[src/rtl/if_fetch_stage_pkg.sv]
// Shared pipeline definitions for the instruction fetch stage: FSM encodings,
// bubble instruction default and register-field positions in an instruction word.
package if_fetch_stage_pkg;

  typedef enum logic [1:0] {
    ST_BOOT = 2'd0,
    ST_RUN  = 2'd1,
    ST_WAIT = 2'd2
  } fetch_state_t;

  localparam logic [31:0] NOP_INSTR_DEFAULT = 32'h0000_0000;

  localparam int RN_MSB = 19;
  localparam int RN_LSB = 16;
  localparam int RM_MSB = 3;
  localparam int RM_LSB = 0;

endpackage

[src/rtl/if_fetch_stage_if_id_reg.sv]
// IF/ID pipeline register: holds when load_en=0, otherwise captures either the
// fetched word with its PC+4 or a bubble (NOP, pc4=0, invalid).
module if_id_reg #(
  parameter logic [31:0] NOP_INSTR = 32'h0000_0000
) (
  input  logic        clk,
  input  logic        rst_n,
  input  logic        load_en,
  input  logic        bubble,
  input  logic [31:0] instr_in,
  input  logic [31:0] pc4_in,
  output logic [31:0] instr,
  output logic [31:0] pc4,
  output logic        valid
);

  // Enable-controlled capture with bubble insert
  always_ff @(posedge clk or negedge rst_n) begin
    if (!rst_n) begin
      instr <= NOP_INSTR;
      pc4   <= 32'h0;
      valid <= 1'b0;
    end else if (load_en) begin
      if (bubble) begin
        instr <= NOP_INSTR;
        pc4   <= 32'h0;
        valid <= 1'b0;
      end else begin
        instr <= instr_in;
        pc4   <= pc4_in;
        valid <= 1'b1;
      end
    end
  end

endmodule

[src/rtl/if_fetch_stage.sv]
// Instruction fetch stage: PC register, fetch FSM, stall counter and the IF/ID
// register instance.
//
// state   | meaning
// --------+-------------------------------------------------------------
// ST_BOOT | single cycle after reset release, no fetch accepted
// ST_RUN  | fetching; PC advances whenever memory and both enables allow
// ST_WAIT | memory not ready; PC held, bubbles fed to ID until imem_rdy
module if_fetch_stage
  import if_fetch_stage_pkg::*;
#(
  parameter logic [31:0] RESET_PC  = 32'h0000_0000,
  parameter logic [31:0] NOP_INSTR = NOP_INSTR_DEFAULT
) (
  input  logic        clk,
  input  logic        rst_n,
  input  logic        le_pc,
  input  logic        le_if_id,
  input  logic        branch_taken,
  input  logic [31:0] branch_target,
  output logic [31:0] imem_addr,
  input  logic [31:0] imem_rdata,
  input  logic        imem_rdy,
  output logic [31:0] if_id_instr,
  output logic [31:0] if_id_pc4,
  output logic        if_id_valid,
  output logic [3:0]  id_rn,
  output logic [3:0]  id_rm,
  output logic [15:0] stall_cnt
);

  fetch_state_t state;
  logic [31:0]  pc;
  logic [31:0]  pc_plus4;
  logic         booting;
  logic         take_br;
  logic         fetch_ok;
  logic         ifid_load;
  logic         ifid_bubble;

  // Fetch/redirect decisions; a branch seen while ID is held is dropped
  always_comb begin
    pc_plus4    = pc + 32'd4;
    booting     = (state == ST_BOOT);
    take_br     = branch_taken & le_if_id & ~booting;
    // Both enables are required so a word is never fetched without a place to land
    fetch_ok    = ~booting & ~take_br & imem_rdy & le_pc & le_if_id;
    ifid_load   = le_if_id & ~booting;
    // Any non-fetch load (redirect, memory wait, PC hold) inserts a bubble
    ifid_bubble = ~fetch_ok;
  end

  // FSM, PC and stall counter
  always_ff @(posedge clk or negedge rst_n) begin
    if (!rst_n) begin
      state     <= ST_BOOT;
      pc        <= RESET_PC;
      stall_cnt <= 16'h0;
    end else begin
      case (state)
        ST_BOOT: state <= ST_RUN;
        ST_RUN, ST_WAIT: begin
          if (take_br) begin
            state <= ST_RUN;
            pc    <= branch_target;
          end else begin
            state <= imem_rdy ? ST_RUN : ST_WAIT;
            if (fetch_ok) pc <= pc_plus4;
          end
          if (!take_br && !fetch_ok && stall_cnt != 16'hFFFF)
            stall_cnt <= stall_cnt + 16'd1;
        end
        default: state <= ST_BOOT;
      endcase
    end
  end

  if_id_reg #(
    .NOP_INSTR(NOP_INSTR)
  ) u_if_id_reg (
    .clk      (clk),
    .rst_n    (rst_n),
    .load_en  (ifid_load),
    .bubble   (ifid_bubble),
    .instr_in (imem_rdata),
    .pc4_in   (pc_plus4),
    .instr    (if_id_instr),
    .pc4      (if_id_pc4),
    .valid    (if_id_valid)
  );

  assign imem_addr = pc;
  assign id_rn     = if_id_instr[RN_MSB:RN_LSB];
  assign id_rm     = if_id_instr[RM_MSB:RM_LSB];

endmodule

[config.mk]
export PLATFORM = sky130hd
export DESIGN_NAME = if_fetch_stage
export DESIGN_NICKNAME = d
export VERILOG_FILES = /design/src/rtl/if_fetch_stage_pkg.sv /design/src/rtl/if_fetch_stage_if_id_reg.sv /design/src/rtl/if_fetch_stage.sv
export SDC_FILE = /design/constraint.sdc
export NUM_CORES = 1
export LEC_CHECK = 0
export CORE_MARGIN = 2
export CORE_UTILIZATION = 47
export CTS_BUF_LIST = sky130_fd_sc_hd__clkbuf_2 sky130_fd_sc_hd__clkbuf_4 sky130_fd_sc_hd__clkbuf_8
export DETAILED_ROUTE_END_ITERATION = 6
export PLACE_DENSITY_LB_ADDON = 0.2
export SLEW_MARGIN = 20
export SYNTH_ARGS = -nofsm -noshare
export SYNTH_HDL_FRONTEND = slang
export SYNTH_SLANG_ARGS = --single-unit
[constraint.sdc]
create_clock -name clk -period 2.3 [get_ports clk]
set_input_delay 0.23 -clock clk [delete_from_list [all_inputs] [get_ports clk]]
set_output_delay 0.23 -clock clk [all_outputs]
set_load 0.01 [all_outputs]
* Word-level counts from Yosys, hierarchy flattened
Index checks and enable logic that the tools add are counted.
Word-level totals: flip-flop bits (word level) 115, bits in latches 0, memory bits (writable) 0, memory bits (read-only) 0, output and inout bits 121, logic and storage cells 37, memories 0
Cells by class: add/subtract/negate cells 2, $mul 0, div/mod/pow operators 0, order comparisons 0, equal/unequal tests 3, shifts and indexed selects 0, muxes and demuxes 8, bitwise gates (word level) 9, reduce and logical (&&, ||, !) cells 9
Operator list (number):
- two-way mux 32 bit | 4
- adder 32 x 3 -> 32 bit (second input constant) | 1
- adder 16 x 1 -> 16 bit (second input constant) | 1
- != test 16 bit (second input constant) | 1
- bitwise AND 1 bit | 7
- two-way mux 2 bit | 2
- one-hot mux 2 bit (2 select lines) | 1
- AND reduction 2 bit | 2
- == test 2 x 1 -> 1 bit (second input constant) | 1
- == test 2 bit (second input constant) | 1
- logical AND 1 bit | 2
- zero test 1 bit | 2
- zero test 2 bit | 1
- inverter 1 bit | 2
- nonzero test 2 bit | 1
- OR reduction 2 bit | 1
- two-way mux 1 bit | 1

* Depth between registers and ports, before layout
Gate-level depths: netlist of run 1.
depth in word-level cells 12, gate-level depth with buffers 9, mapped depth without buffers 7

* Hierarchy
A second synthesis of run 1 with hierarchy kept.
Unflattened totals: cell total of the unflattened synthesis 647, area, all modules 6127.1 um^2
By module, submodules not included:
- if_fetch_stage | instances 1, cells each 367, area an instance 3269.4 um^2
- if_id_reg | instances 1, cells each 280, area an instance 2857.7 um^2

* Worst setup path after synthesis of run 1
Ideal clock, no wire load.
kind reg2reg, start register pc[18], in the netlist imem_addr[18], end register u_if_id_reg.pc4[31], library setup time 121 ps, arrival 2050 ps, required time 2179 ps, slack 129 ps, cell stages (with the launch flop) 7, path through dfrtp_1 > buf_4 > nand4_1 > or4_1 > or4_4 > xnor2_1 > a22o_1
On the way: word-level cells in the longest chain between the ends 2
RTL lines:
- from (decl) | line if_fetch_stage.sv:33 | logic [31:0] pc;
- from (signal assigned) | line if_fetch_stage.sv:65 | pc <= branch_target;
- from (signal assigned) | line if_fetch_stage.sv:68 | if (fetch_ok) pc <= pc_plus4;
- adder 32 x 3 -> 32 bit | line if_fetch_stage.sv:43 | pc_plus4 = pc + 32'd4;
- two-way mux 32 bit | line if_fetch_stage_if_id_reg.sv:24 | if (bubble) begin
- to (signal assigned) | line if_fetch_stage_if_id_reg.sv:30 | pc4 <= pc4_in;
- to (decl) | line if_fetch_stage_if_id_reg.sv:13 | output logic [31:0] pc4,
No other way between the ends. A chain may end at the register's enable or synchronous reset.

* Final worst setup path of run 1
start register pc[7], in the netlist imem_addr[7], end register u_if_id_reg.pc4[31]
Same word-level chain as after synthesis.

==> reports/results.txt, run 1 <==
worst-path fanout max = 5
# DRC = 0
clk buf depth = 2
Max-slew headroom = 51.2%
Syn Nets = 584
Design Area, Final = 0.00804 sq mm
initial antenna violation count = 0
PD cells = 1100 mW/mm^2
H-Tree Depth = 4
synth cell count leaders = dfrtp_1, a22o_1, nand2_1
Synth top area share = 52.8%
violation count after the first detailed-route iteration = 272
Vias/cell = 5.63
maximum vdd ir drop = 860 uV
Sum Neg Setup Slack = 0 ns
DP HPWL = 10600 um
final period utilization = 90.5%
CTS sink cnt = 115
grt ovf = 0
post-synthesis sequential area ratio = 52.8%
synthesis-to-finish area growth = 47.4%
Distinct cells, synth = 44
Post-Synthesis Cell Area = 0.00545 sq mm
asr flop ratio synth = 100%
Fill cells = 861
Antenna Nets Post-Route = 0
die area = 0.0125 sq mm
die span in x = 112 um
syn avg cell area = 10.7 sq um
synth top area cells = dfrtp_1, a22o_1, xnor2_1
Tmin final = 2.08 ns
n_diodes = 0
Starting Density = 47.9%
top-level I/O count = 191
# port buffers = 190
status = finished clean
GP Congestion = 0.868
site row count = 39
Core Area = 0.0114 sq mm
largest area contributor in the netlist = dfrtp_1
Final setup viols = 0
vias in the first global route = 5042
final hold vios = 0
first-pass GRT wire length = 25200 um
worst skew pair latency = 0.43 ns
Worst Setup End Kind = flop
Setup Skew = 0.00845 ns
Leak Pwr = 3.44 nW
critical path required time = 2.63 ns
CP Class = reg2reg
Min-Delay Path Class = in2async
number of CTS-inserted buffers = 17
Mapped Cells = 510
detailed-route wire length per cell = 17.8 um
height of the die = 112 um
Placed Area = 0.00765 sq mm
TritonCTS clock tree = built
critical path data arrival time = 2.41 ns
Synth Flop Type = dfrtp_1
Ys Warns = 0
WL final = 15400 um
CP Launch Type = flop
Initial DRT Pass Iterations = 4
clock root cell = clkbuf_8
GRT Resource Usage Total = 25.1%
Maximum Capacitance Violations = 0
unrepaired setup endpoints after global routing = false
Slew @ Worst Pin = 0.731 ns
ratio of cells with drive above 1 in the final layout = 11.8%
PostCTS Resize Cnt = 0
largest net degree at the start of global routing = 69
EDFF count, synth = 0
Vias = 4870
#FFs+latches synth = 115
clk slew on worst S/H paths = 0.07 ns
Fmax = 481 MHz
Nets = 784
Pins Over Slew Limit = 0
most numerous cell in the Yosys netlist = dfrtp_1
==> per-stage QoR <==
stage / std cells / setup slack [ns] / total power, W / utilization, % / hold slack [ns]
floorplan: 510 / 0.129 / 0.00505 / - / -0.0656
detailed placement: 833 / 0.139 / 0.00706 / 67.3 / 0.245
global route: 865 / 0.109 / 0.00936 / 70.7 / 0.357
CTS: 865 / 0.226 / 0.00890 / 70.7 / 0.313
finish: 865 / 0.219 / 0.00884 / 70.7 / 0.333
global placement: 833 / 0.239 / 0.00695 / 67.3 / 0.240
==> worst paths after layout <==
kind                                               start                                end  slack, ns  cells after the start
max                             imem_addr[7]$_DFFE_PN0P_    u_if_id_reg.pc4[31]$_DFFE_PN0P_       0.22                      5
min                                                rst_n  u_if_id_reg.instr[17]$_DFFE_PN0P_       0.33                      2
min in group clk                        branch_target[2]           imem_addr[2]$_DFFE_PN0P_       0.35                      3
max reg2reg                     imem_addr[7]$_DFFE_PN0P_    u_if_id_reg.pc4[31]$_DFFE_PN0P_       0.22                      5
max in group asynchronous                          rst_n          stall_cnt[11]$_DFFE_PN0P_       1.23                      3
min reg2reg                u_if_id_reg.valid$_DFFE_PN0P_      u_if_id_reg.valid$_DFFE_PN0P_       0.49                      1
==> what timing repair did <==
item                                   CTS  global route
hold buffers                             1             0
endpoints found under the hold margin   39             0
buffers inserted                         0             0
==> layout make-up <==
type | count | area [sq um] | area share [%]
Inverter | 10 | 37.5 | 0.467
Tap cell | 143 | 179 | 2.23
Clock buffer | 26 | 327 | 4.06
Timing Repair Buffer | 224 | 2220 | 27.6
Sequential cell | 115 | 2880 | 35.8
Multi-Input combinational cell | 342 | 2350 | 29.2
Clock inverter | 5 | 50.0 | 0.623
==> cell usage in the layout (no fill, tap or decap), types with 3 or more instances in the layout <==
cell type	instances
a21oi_1	29
a22o_1	64
a22oi_1	4
a2bb2oi_1	16
a31oi_1	7
and3_1	6
and4_1	4
buf_12	5
buf_4	29
clkbuf_4	5
clkbuf_8	21
clkdlybuf4s50_1	189
clkinv_2	4
dfrtp_1	115
ha_1	4
inv_1	10
mux2_2	4
nand2_1	32
nand3_1	23
nand4_1	13
nor2_1	22
nor3_1	11
o21a_1	3
o21ai_0	9
o22a_1	5
o22ai_1	17
or2_2	3
xnor2_1	26
xor2_1	11
==> power breakdown <==
group          internal [W]  leakage, nW  switching (W)  total, W
clock network       0.00102        0.204       0.000773   0.00179
logic               0.00206         1.73        0.00185   0.00392
registers           0.00258         1.50       0.000550   0.00313
total               0.00566         3.44        0.00318   0.00884
==> layer usage <==
layer  part of all wire, %  track usage [%]
met2                    48             40.7
met4                   1.9             9.38
met3                   5.9             6.04
met1                    44             32.8
met5                     0                0
==> critical path, stage by stage (launching register included) <==
cell and delay [ns]:
dfrtp_1 0.43, nand3_1 0.18, or4_1 0.45, or4_4 0.56, xnor2_1 0.15, a22o_1 0.19
==> flip-flops by register name, summed over array words and instances (netlist names) <==
signal and cells:
state 2, stall_cnt 16, u_if_id_reg.pc4 32, u_if_id_reg.instr 32, u_if_id_reg.valid 1, imem_addr 32
==> kinds of logic (layout without fill, tap and decap cells) <==
family          after synthesis  count (layout)  synth area share [%]
xor+xnor                     37              37                  5.94
simple gates                132             132                  12.5
flops                       115             115                  52.8
buf+inv                      53             265                  4.36
mux                           4               4                 0.826
fa+ha+maj                     4               4                 0.918
compound gates              165             165                  22.6
Note: power is estimated with default switching activity, not from simulation.
==> run 2, diff against run 1 <==
ABC_CLOCK_PERIOD_IN_PS = 2300   (was default)
CORE_ASPECT_RATIO = 0.7   (was default)
REMOVE_ABC_BUFFERS = 1   (was default)
==> run 2 against run 1 <==
Against the previous run: fmax decreased by 0.83%; sequential cell count stayed put; sequential share of layout area is 0.14 points lower; critical path depth unchanged; total power up 1.7%; hold slack better by 0.011 ns; wire length increased by 5.5%; clock power rose by 6%; non-clock buffer count is 1 higher; highest routed layer unchanged.
==> reports/results.txt, run 2 (same netlist as run 1, synthesis figures left out) <==
Worst Setup End Kind = flop
Post-Place Cells = 844 (+1.3%)
Max-slew headroom = 50.0% (-1.2 points)
ratio of cells with drive above 1 in the final layout = 12.0% (+0.24 points)
TritonCTS clock tree = built
n_diodes = 0 (unchanged)
worst skew pair latency = 0.44 ns (about the same)
Antenna Nets Post-Route = 0 (unchanged)
Core Area = 0.0112 sq mm (-1.8%)
commonest non-fill, non-tap cell in the layout = clkdlybuf4s50_1
DR top layer = met4
Maximum Capacitance Violations = 0 (unchanged)
worst-path fanout max = 7 (+2)
Slew @ Worst Pin = 0.750 ns (+0.0186 ns)
initial antenna violation count = 0 (unchanged)
critical path required time = 2.63 ns (about the same)
# DRC = 0 (unchanged)
PnR Total Power = 0.00899 W (+1.7%)
M1 WL = 7430 um (+10%)
die span in x = 133 um (+19%)
violation count after the first detailed-route iteration = 221 (-19%)
Vias/cell = 5.67 (+0.76%)
status = finished clean
WL final = 16200 um (+5.5%)
detailed-route wire length per cell = 18.5 um (+4.1%)
Final Non-Filler Cells = 877 (+1.4%)
unrepaired setup endpoints after global routing = false
# port buffers = 190 (unchanged)
CP Class = reg2reg
Fill cells = 790 (-8.2%)
Tmin final = 2.10 ns (+0.0173 ns)
met2 wire length = 7380 um (-0.35%)
critical path data arrival time = 2.43 ns (+0.02 ns)
clk slew on worst S/H paths = 0.07 ns (about the same)
Final setup viols = 0 (unchanged)
Vias = 4975 (+2.2%)
most frequent cells in the layout = clkdlybuf4s50_1, dfrtp_1, a22o_1
Fmax = 477 MHz (-0.83%)
Min-Delay Path Class = in2reg
final period utilization = 91.2% (+0.75 points)
GP Congestion = 0.881 (+1.5%)
site row count = 32 (-18%)
synthesis-to-finish area growth = 48.0%
PD cells = 1110 mW/mm^2 (+1.3%)
Setup Skew = 0.00829 ns (-0.000159 ns)
Initial DRT Pass Iterations = 5 (+1)
Leak Pwr = 3.44 nW (+0.14%)
WL met3 = 1250 um (+38%)
clock root cell = clkbuf_8
top-level I/O count = 191 (unchanged)
largest net degree at the start of global routing = 69 (unchanged)
DP HPWL = 11400 um (+8.0%)
height of the die = 94.1 um (-16%)
first-pass GRT wire length = 25900 um (+2.4%)
Design Area, Final = 0.00807 sq mm (+0.40%)
H-Tree Depth = 4 (unchanged)
post-CTS setup repair buffer count = 0 (unchanged)
maximum vdd ir drop = 741 uV (-14%)
Starting Density = 48.8% (+0.85 points)
CTS sink cnt = 115 (unchanged)
grt ovf = 0 (unchanged)
CP Launch Type = flop
Placed Area = 0.00766 sq mm (about the same)
die area = 0.0125 sq mm (+0.11%)
GRT Resource Usage Total = 26.8% (+1.7 points)
Nets = 785 (+0.13%)
final hold vios = 0 (unchanged)
vias in the first global route = 4745 (-5.9%)
number of CTS-inserted buffers = 17 (unchanged)
Pins Over Slew Limit = 0 (unchanged)
clk buf depth = 2 (unchanged)
==> run 2: path summary, 6_finish.rpt <==
path,from,end,slack (ns),depth (start not counted)
max in group asynchronous,rst_n,u_if_id_reg.pc4[26]$_DFFE_PN0P_,1.25,3
setup reg to reg,stall_cnt[0]$_DFFE_PN0P_,stall_cnt[1]$_DFFE_PN0P_,0.20,5
setup / recovery,stall_cnt[0]$_DFFE_PN0P_,stall_cnt[1]$_DFFE_PN0P_,0.20,5
hold reg to reg,u_if_id_reg.valid$_DFFE_PN0P_,u_if_id_reg.valid$_DFFE_PN0P_,0.49,1
min in group asynchronous,rst_n,u_if_id_reg.instr[2]$_DFFE_PN0P_,0.38,2
hold / removal,branch_target[2],imem_addr[2]$_DFFE_PN0P_,0.34,3
==> run 2: timing repair <==
| action | 4_1_cts | 5_1_grt |
|---|---|---|
| hold endpoints to repair | 46 | 0 |
| hold buffers | 1 | 0 |
| gates resized for setup | 0 | 0 |
==> run 2: power by group <==
group,internal (W),switching [W]
Sequential,0.00258,0.000549
Clock,0.00108,0.000824
Combinational,0.00205,0.00190
Total,0.00571,0.00328
==> run 2: critical path, stage by stage, from the launching register on <==
cell     delay [ns]
dfrtp_1        0.41
ha_1           0.19
nand2_1        0.15
or2_2          0.37
o31ai_2        0.48
mux2_2         0.39
==> run 2: routing by layer <==
layer | track usage (%) | up-vias
met5 | 0 | -
met4 | 6.54 | 0
met3 | 7.93 | 17
met2 | 40.2 | 200
met1 | 38.2 | 2457
li1 | - | 2301
==> run 2: stage by stage <==
step / utilization (%) / setup TNS [ns] / hold slack (ns) / setup slack [ns]
final: 72.2 / 0 / 0.344 / 0.202
after global routing: 72.2 / 0 / 0.341 / 0.0522
after detailed placement: 68.5 / 0 / 0.314 / 0.183
after global placement: 68.5 / 0 / 0.306 / 0.250
after floorplan: - / -216.12 / -0.0656 / -3.27
after CTS: 72.2 / 0 / 0.331 / 0.198
==> run 2: layout make-up <==
| type | instances | area, sq um | share of cell area [%] |
|---|---|---|---|
| Sequential cell | 115 | 2880 | 35.7 |
| Inverter | 10 | 37.5 | 0.465 |
| Clock buffer | 22 | 297 | 3.67 |
| Multi-Input combinational cell | 342 | 2350 | 29.1 |
| Tap cell | 153 | 191 | 2.37 |
| Timing Repair Buffer | 225 | 2210 | 27.4 |
| Clock inverter | 10 | 105 | 1.30 |
==> run 3, diff against run 2 <==
CAP_MARGIN = 10   (was default)
==> results of run 3 <==
No change in the layout: final DEF, timing and power equal those of run 2.
